File: src/rtl/lap_stopwatch_pkg.sv
// rtl/lap_stopwatch_pkg.sv - shared constants and FSM encoding for the lap stopwatch
// Contents:
//   DIGIT_W : bits per BCD digit
//   state_e : stopwatch control states
package lap_stopwatch_pkg;

  localparam int DIGIT_W = 4;

  typedef enum logic [1:0] {
    ST_IDLE    = 2'd0,
    ST_RUN     = 2'd1,
    ST_PAUSE   = 2'd2,
    ST_EXPIRED = 2'd3
  } state_e;

endpackage

File: src/rtl/bcd_updown_counter.sv
// rtl/bcd_updown_counter.sv - NDIG-digit BCD up/down counter with load and zero flags
// Ports:
//   clk, reset    : clock, synchronous active-high reset
//   load_i        : load load_val_i (digits above 9 clamp to 9)
//   load_val_i    : BCD load value
//   step_i        : advance one count in the direction given by down_i
//   down_i        : 0 = increment, 1 = decrement
//   count_o       : registered BCD count
//   zero_o        : count_o is zero
//   step_zero_o   : the value a step would produce this cycle is zero
module bcd_updown_counter
  import lap_stopwatch_pkg::*;
#(
  parameter int NDIG = 4
) (
  input  logic                    clk,
  input  logic                    reset,
  input  logic                    load_i,
  input  logic [DIGIT_W*NDIG-1:0] load_val_i,
  input  logic                    step_i,
  input  logic                    down_i,
  output logic [DIGIT_W*NDIG-1:0] count_o,
  output logic                    zero_o,
  output logic                    step_zero_o
);

  localparam int TW = DIGIT_W * NDIG;

  logic [TW-1:0] count_q, count_d;
  logic [TW-1:0] stepped;
  logic [TW-1:0] load_clean;

  // Ripple carry/borrow through the digits; only digits reached by the
  // carry chain change, so 9->0 (up) and 0->9 (down) propagate naturally.
  always_comb begin : step_calc
    logic                carry;
    logic [DIGIT_W-1:0]  digit;
    stepped = count_q;
    carry   = 1'b1;
    digit   = '0;
    for (int i = 0; i < NDIG; i++) begin
      digit = count_q[i*DIGIT_W +: DIGIT_W];
      if (carry) begin
        if (down_i) begin
          if (digit == '0) begin
            digit = DIGIT_W'(9);
          end else begin
            digit = digit - DIGIT_W'(1);
            carry = 1'b0;
          end
        end else begin
          if (digit >= DIGIT_W'(9)) begin
            digit = '0;
          end else begin
            digit = digit + DIGIT_W'(1);
            carry = 1'b0;
          end
        end
      end
      stepped[i*DIGIT_W +: DIGIT_W] = digit;
    end
  end

  // Non-BCD preset digits are clamped so the count never holds 10..15.
  always_comb begin
    load_clean = load_val_i;
    for (int i = 0; i < NDIG; i++) begin
      if (load_val_i[i*DIGIT_W +: DIGIT_W] > DIGIT_W'(9)) begin
        load_clean[i*DIGIT_W +: DIGIT_W] = DIGIT_W'(9);
      end
    end
  end

  always_comb begin
    count_d = count_q;
    if (load_i) begin
      count_d = load_clean;
    end else if (step_i) begin
      count_d = stepped;
    end
  end

  always_ff @(posedge clk) begin
    if (reset) begin
      count_q <= '0;
    end else begin
      count_q <= count_d;
    end
  end

  assign count_o     = count_q;
  assign zero_o      = (count_q == '0);
  assign step_zero_o = (stepped == '0);

endmodule

File: src/rtl/lap_stopwatch.sv
// rtl/lap_stopwatch.sv - BCD stopwatch with up/down count, split display and lap buffer
// Ports:
//   clk, reset                 : clock, synchronous active-high reset
//   start_stop, split, lap,
//   lap_next, load             : one-cycle control pulses
//   dir, preset                : count direction and BCD preset, taken on load
//   time_bcd, disp_bcd         : live time and (possibly frozen) display time
//   lap_bcd, lap_cnt, lap_full : lap entry at read index, valid entries, full flag
//   running, split_active,
//   expired                    : status
module lap_stopwatch
  import lap_stopwatch_pkg::*;
#(
  parameter int CLK_FREQ  = 100000000,
  parameter int NDIG      = 4,
  parameter int LAP_DEPTH = 8
) (
  input  logic                             clk,
  input  logic                             reset,
  input  logic                             start_stop,
  input  logic                             split,
  input  logic                             lap,
  input  logic                             lap_next,
  input  logic                             dir,
  input  logic [DIGIT_W*NDIG-1:0]          preset,
  input  logic                             load,
  output logic [DIGIT_W*NDIG-1:0]          time_bcd,
  output logic [DIGIT_W*NDIG-1:0]          disp_bcd,
  output logic [DIGIT_W*NDIG-1:0]          lap_bcd,
  output logic [$clog2(LAP_DEPTH+1)-1:0]   lap_cnt,
  output logic                             lap_full,
  output logic                             running,
  output logic                             split_active,
  output logic                             expired
);

  localparam int TW = DIGIT_W * NDIG;
  localparam int PW = (CLK_FREQ > 1) ? $clog2(CLK_FREQ) : 1;
  localparam int IW = $clog2(LAP_DEPTH);
  localparam int CW = $clog2(LAP_DEPTH + 1);

  state_e        state_q, state_d;
  logic          dir_q;
  logic [TW-1:0] preset_q;
  logic [PW-1:0] presc_q;
  logic [TW-1:0] snap_q;
  logic          split_q;
  logic [TW-1:0] lap_mem_q [LAP_DEPTH];
  logic [IW-1:0] wr_ptr_q, rd_idx_q;
  logic [CW-1:0] lap_cnt_q;

  logic          load_ok, ss_ok, step_en, expire, cnt_ld;
  logic          cnt_zero, cnt_step_zero, full;
  logic [TW-1:0] cnt_ld_val;
  logic [IW-1:0] oldest_idx;

  assign load_ok = load && (state_q != ST_RUN);
  assign step_en = (state_q == ST_RUN) && (presc_q == PW'(CLK_FREQ - 1));
  assign expire  = step_en && dir_q && cnt_step_zero;
  assign full    = (lap_cnt_q == CW'(LAP_DEPTH));

  // Restart from EXPIRED reloads the preset latched at the last load.
  assign cnt_ld     = load_ok || ((state_q == ST_EXPIRED) && start_stop);
  assign cnt_ld_val = load_ok ? preset : preset_q;

  bcd_updown_counter #(.NDIG(NDIG)) u_counter (
    .clk         (clk),
    .reset       (reset),
    .load_i      (cnt_ld),
    .load_val_i  (cnt_ld_val),
    .step_i      (step_en),
    .down_i      (dir_q),
    .count_o     (time_bcd),
    .zero_o      (cnt_zero),
    .step_zero_o (cnt_step_zero)
  );

  // Expiry beats a same-cycle start_stop so the count never pauses at zero.
  always_comb begin
    state_d = state_q;
    ss_ok   = 1'b0;
    if (load_ok) begin
      state_d = ST_IDLE;
    end else begin
      case (state_q)
        ST_IDLE: begin
          if (start_stop && !(dir_q && cnt_zero)) begin
            state_d = ST_RUN;
            ss_ok   = 1'b1;
          end
        end
        ST_RUN: begin
          if (expire) begin
            state_d = ST_EXPIRED;
          end else if (start_stop) begin
            state_d = ST_PAUSE;
            ss_ok   = 1'b1;
          end
        end
        ST_PAUSE: begin
          if (start_stop) begin
            state_d = ST_RUN;
            ss_ok   = 1'b1;
          end
        end
        ST_EXPIRED: begin
          if (start_stop) begin
            state_d = ST_IDLE;
            ss_ok   = 1'b1;
          end
        end
        default: state_d = ST_IDLE;
      endcase
    end
  end

  // Laps fill slots 0.. until full; after that wr_ptr_q holds the oldest.
  assign oldest_idx = full ? wr_ptr_q : '0;

  always_ff @(posedge clk) begin
    if (reset) begin
      state_q   <= ST_IDLE;
      dir_q     <= 1'b0;
      preset_q  <= '0;
      presc_q   <= '0;
      snap_q    <= '0;
      split_q   <= 1'b0;
      wr_ptr_q  <= '0;
      rd_idx_q  <= '0;
      lap_cnt_q <= '0;
      for (int i = 0; i < LAP_DEPTH; i++) begin
        lap_mem_q[i] <= '0;
      end
    end else begin
      state_q <= state_d;

      if (load_ok) begin
        dir_q    <= dir;
        preset_q <= preset;
      end

      if (load_ok) begin
        presc_q <= '0;
      end else if (state_q == ST_RUN) begin
        presc_q <= step_en ? '0 : presc_q + PW'(1);
      end

      if (load_ok || ss_ok) begin
        split_q <= 1'b0;
      end else if (split && split_q) begin
        split_q <= 1'b0;
      end else if (split && (state_q == ST_RUN)) begin
        split_q <= 1'b1;
        snap_q  <= time_bcd;
      end

      if (load_ok) begin
        wr_ptr_q  <= '0;
        rd_idx_q  <= '0;
        lap_cnt_q <= '0;
      end else if (lap && ((state_q == ST_RUN) || (state_q == ST_PAUSE))) begin
        lap_mem_q[wr_ptr_q] <= time_bcd;
        rd_idx_q            <= wr_ptr_q;
        wr_ptr_q            <= wr_ptr_q + IW'(1);
        if (!full) begin
          lap_cnt_q <= lap_cnt_q + CW'(1);
        end
      end else if (lap_next && (lap_cnt_q != '0)) begin
        rd_idx_q <= (rd_idx_q == oldest_idx) ? (wr_ptr_q - IW'(1)) : (rd_idx_q - IW'(1));
      end
    end
  end

  assign disp_bcd     = split_q ? snap_q : time_bcd;
  assign lap_bcd      = (lap_cnt_q == '0) ? '0 : lap_mem_q[rd_idx_q];
  assign lap_cnt      = lap_cnt_q;
  assign lap_full     = full;
  assign running      = (state_q == ST_RUN);
  assign expired      = (state_q == ST_EXPIRED);
  assign split_active = split_q;

endmodule

File: config.mk
export PLATFORM = sky130hd
export DESIGN_NAME = lap_stopwatch
export DESIGN_NICKNAME = d
export VERILOG_FILES = /design/src/rtl/lap_stopwatch_pkg.sv /design/src/rtl/bcd_updown_counter.sv /design/src/rtl/lap_stopwatch.sv
export SDC_FILE = /design/constraint.sdc
export NUM_CORES = 1
export LEC_CHECK = 0
export BUFFER_PORTS_ARGS = -buffer_cell sky130_fd_sc_hd__buf_4
export CORE_MARGIN = 3
export CORE_UTILIZATION = 59
export CTS_CLUSTER_SIZE = 24
export DETAILED_ROUTE_END_ITERATION = 8
export PLACE_DENSITY_LB_ADDON = 0.08
export SLEW_MARGIN = 10
export SYNTH_ARGS = -nofsm -noshare
export SYNTH_HDL_FRONTEND = slang
export SYNTH_SLANG_ARGS = --single-unit
File: constraint.sdc
create_clock -name clk -period 7 [get_ports clk]
set_input_delay 0.35 -clock clk [delete_from_list [all_inputs] [get_ports clk]]
set_output_delay 0.35 -clock clk [all_outputs]
set_load 0.01 [all_outputs]
==> results.txt <==
- Final RePlAce weighted congestion: 0.976
- Highest ir drop seen on vdd: 0.169 mV
- Die X: 145 um
- Most frequently used flop master after synthesis: edfxtp_1
- In the layout the commonest cells are 128 x edfxtp_1, 107 x nor2_1, 93 x buf_4.
- Synthesis handed over a netlist of 1077 instances.
- Total via count in the routed design: 8463
* Final hold vios: 0
- Overflow left after global routing: 0
- Hold-critical path depth: 2
- Post-Route WL: 27.5 mm
* Clock Latency Late Sink: 510 ps
* Die height: 145 um
* Count of routing violations after the opening detailed-route iteration: 828
* Setup repair after global routing missed its margin: no
- Slew headroom: 0.199
- Post-synthesis net count: 1124
- After detailed routing, the number of remaining DRC violations is 0.
* Wire length per cell after detailed routing: 19.9 um
* Critical path class: flip-flop to flip-flop
- Standby leakage power: 4.53 nW
* Core box area: 18800 um^2
- Number of buffers added by the clock tree synthesis step: 24
- Once placement completed, the tool counted placed cells totaling 1343.
- Fmax: 247 MHz
- For this run, the register share of the synthesized area comes to 0.501.
* Number of warning messages in the yosys log: 0
* Cell mode on critical path: mux2i_1
- The synthesized netlist contains 72 unique library cells.
* First-pass GRT wire length: 43.9 mm
- Post-Synthesis Mean Instance Area: 10.5 um^2
- Total setup buffers inserted after CTS: 0
* Critical path depth in cells: 10
* Ranking of synthesized cells by area: edfxtp_1 34%, dfxtp_1 16%, mux4_2 6.3%, mux2i_1 4.8%, nor3_1 4.0%
- The number of antenna violations at the first check in global routing came to 0.
- Post-Route Utilization: 0.685
* Antenna diode count: 0
- Final net count: 1156
- Clock Pin Slew Worst Setup and Hold Paths: 60 ps
- Maxcap violations: 0
- Most common cell after layout, fill and taps aside: edfxtp_1
- Largest driver fanout on the critical path: 16
* Layout cell share with drive strength beyond 1: 0.176
- Count of filler cells inserted in the layout: 1461
- Proportion of netlist area held by the largest area contributor: 0.338
* Total power consumption of the routed design: 0.00316 W
- Walking the worst path, the cells encountered are inv_1 > ha_1 > or3b_1 > a22oi_2 > nor2_4 > mux2i_1 > nor4_2 > nand4b_4 > o21ai_4 > mux2i_1.
* Post-layout min period: 4050 ps
- Together, buffers and inverters on the worst path number 1.
- For this run, the slowest stage of the critical path takes 660 ps.
- Worst Clk Skew: 9.19 ps
- The count of buffers added on input and output ports is 79.
- Data arrives at the worst endpoint at 4490 ps.
- Post-route clock period utilization: 0.579
- After the flow finishes, the layout carries non-filler instances totaling 1387.
* Total of flip-flops plus latches after synthesis: 220
* Result of the run: finished clean
- TritonCTS built the clock tree.
* Master cell of the clock root buffer: clkbuf_16
- Post-DRT Antenna Nets: 0
* Mapped cell area: 11400 um^2
* Number of flops mapped to enable cells by yosys: 128
- Syn-to-layout area delta: 13.5%
* Via count of the first global-routing pass: 8127
* Number of detailed-route iterations in the first pass: 6
* Capturing element type of the critical path: flip-flop
- Final sum of negative setup slack: 0 ps
- At the pin with the least slew margin, the transition time is 1200 ps.
* Sink Count: 220
- Max clock buf depth: 3
* I/O pin count: 80
* CP Launch Type: flip-flop
* Cell row count: 50
- The worst register-to-register path has a depth of 10.
* Path type of the worst min-delay path: input port to flip-flop
- Via density per instance: 6.10
- Buffers inserted to repair hold after CTS numbered 0.
- Areal power density over the cells: 245 nW/um^2
* Final setup vio count: 0
- Floorplan die area: 21000 um^2
* Starting Density: 0.603
- Gates resized during post-CTS repair numbered 0.
- Total half-perimeter wirelength after legalization and detailed placement: 17.4 mm
- Largest net degree at the start of global routing: 76
- Yosys top cell by area: edfxtp_1
* Final Max Tran Viols: 0
- H-tree depth: 1
- At the worst endpoint, the required time is 7440 ps.
- On the critical path the largest part of the delay comes from simple AND/OR/NAND/NOR gates.
- Slowest cell on crit path: o21ai_4
- For this run, the total global-route usage over all layers was measured as 0.264.
- Counting flops with an async set or reset pin after synthesis yields a share of 0.
[cells in the mapped netlist (6+ instances only)]
| cell type | number |
|---|---|
| mux4_2 | 32 |
| edfxtp_1 | 128 |
| o21ai_0 | 31 |
| or2_2 | 8 |
| xnor2_1 | 8 |
| nor2b_1 | 13 |
| and3_1 | 6 |
| o311ai_0 | 7 |
| nand2b_1 | 40 |
| a21oi_1 | 40 |
| buf_1 | 10 |
| ha_1 | 23 |
| nor3_1 | 91 |
| and2_1 | 33 |
| inv_1 | 24 |
| nand3_1 | 19 |
| dfxtp_1 | 92 |
| clkbuf_1 | 71 |
| nand2_1 | 72 |
| or3_1 | 9 |
| mux2i_1 | 54 |
| nand4_1 | 16 |
| a31oi_1 | 8 |
| nor4_1 | 28 |
| nor2_1 | 107 |
| xor2_1 | 22 |
[per-stage QoR]
stage / area, um^2 / setup WS, ps / hold slack [ps]
after global routing: 12900 / 2630 / 66.9
after detailed placement: 12100 / 2960 / 463
after global placement: 12100 / 3080 / 457
after CTS: 12900 / 2950 / 68.8
after floorplan: 11400 / 3490 / 445
final: 12900 / 2950 / 77.7
[metal layers]
layer  global-route usage  share of wire
met1                0.373           0.44
met2                0.420           0.47
met3               0.0404          0.058
met4               0.0864          0.028
met5                    0              0
[final cells by class]
cell class | instances | area [um^2] | area share
repair buffers | 93 | 698 | 0.0541
well taps | 260 | 325 | 0.0252
multi-input cells | 745 | 5250 | 0.407
clock buffers | 28 | 658 | 0.0510
flip-flops and latches | 220 | 5690 | 0.441
inverters | 25 | 93.8 | 0.00728
clock inverters | 16 | 186 | 0.0145
[registers in the layout (all words and copies together), names as in the netlist, named ones only]
signal and cells:
rd_idx_q 3, state_q 2, lap_mem_q 128, preset_q 16
lap_cnt 4, wr_ptr_q 3, presc_q 27, split_active 1
snap_q 16, u_counter.count_o 16, dir_q 1
[where the power goes]
group	leakage (nW)	internal (W)	switching [W]
Combinational	2.05	0.000147	0.000215
Clock	0.412	0.000821	0.000516
Sequential	2.07	0.00141	0.0000475
[logic make-up after synthesis]
kind of cell    Yosys count  synth area share
compound gates          126            0.0745
xor+xnor                 30            0.0231
fa+ha+maj                23            0.0253
buf+inv                 112            0.0388
flops                   220             0.501
mux                      92             0.117
simple gates            474             0.220
[worst paths after layout]
kind,endpoint,from,slack (ps)
max reg2reg,snap_q[7]$_SDFFE_PP0P_,u_counter.count_o[0]$_SDFFE_PP0P_,2950
min,split_active$_SDFFE_PP0P_,start_stop,80
min reg2reg,snap_q[6]$_SDFFE_PP0P_,snap_q[6]$_SDFFE_PP0P_,470
max,snap_q[7]$_SDFFE_PP0P_,u_counter.count_o[0]$_SDFFE_PP0P_,2950
Note: power is estimated with default switching activity, not from simulation.
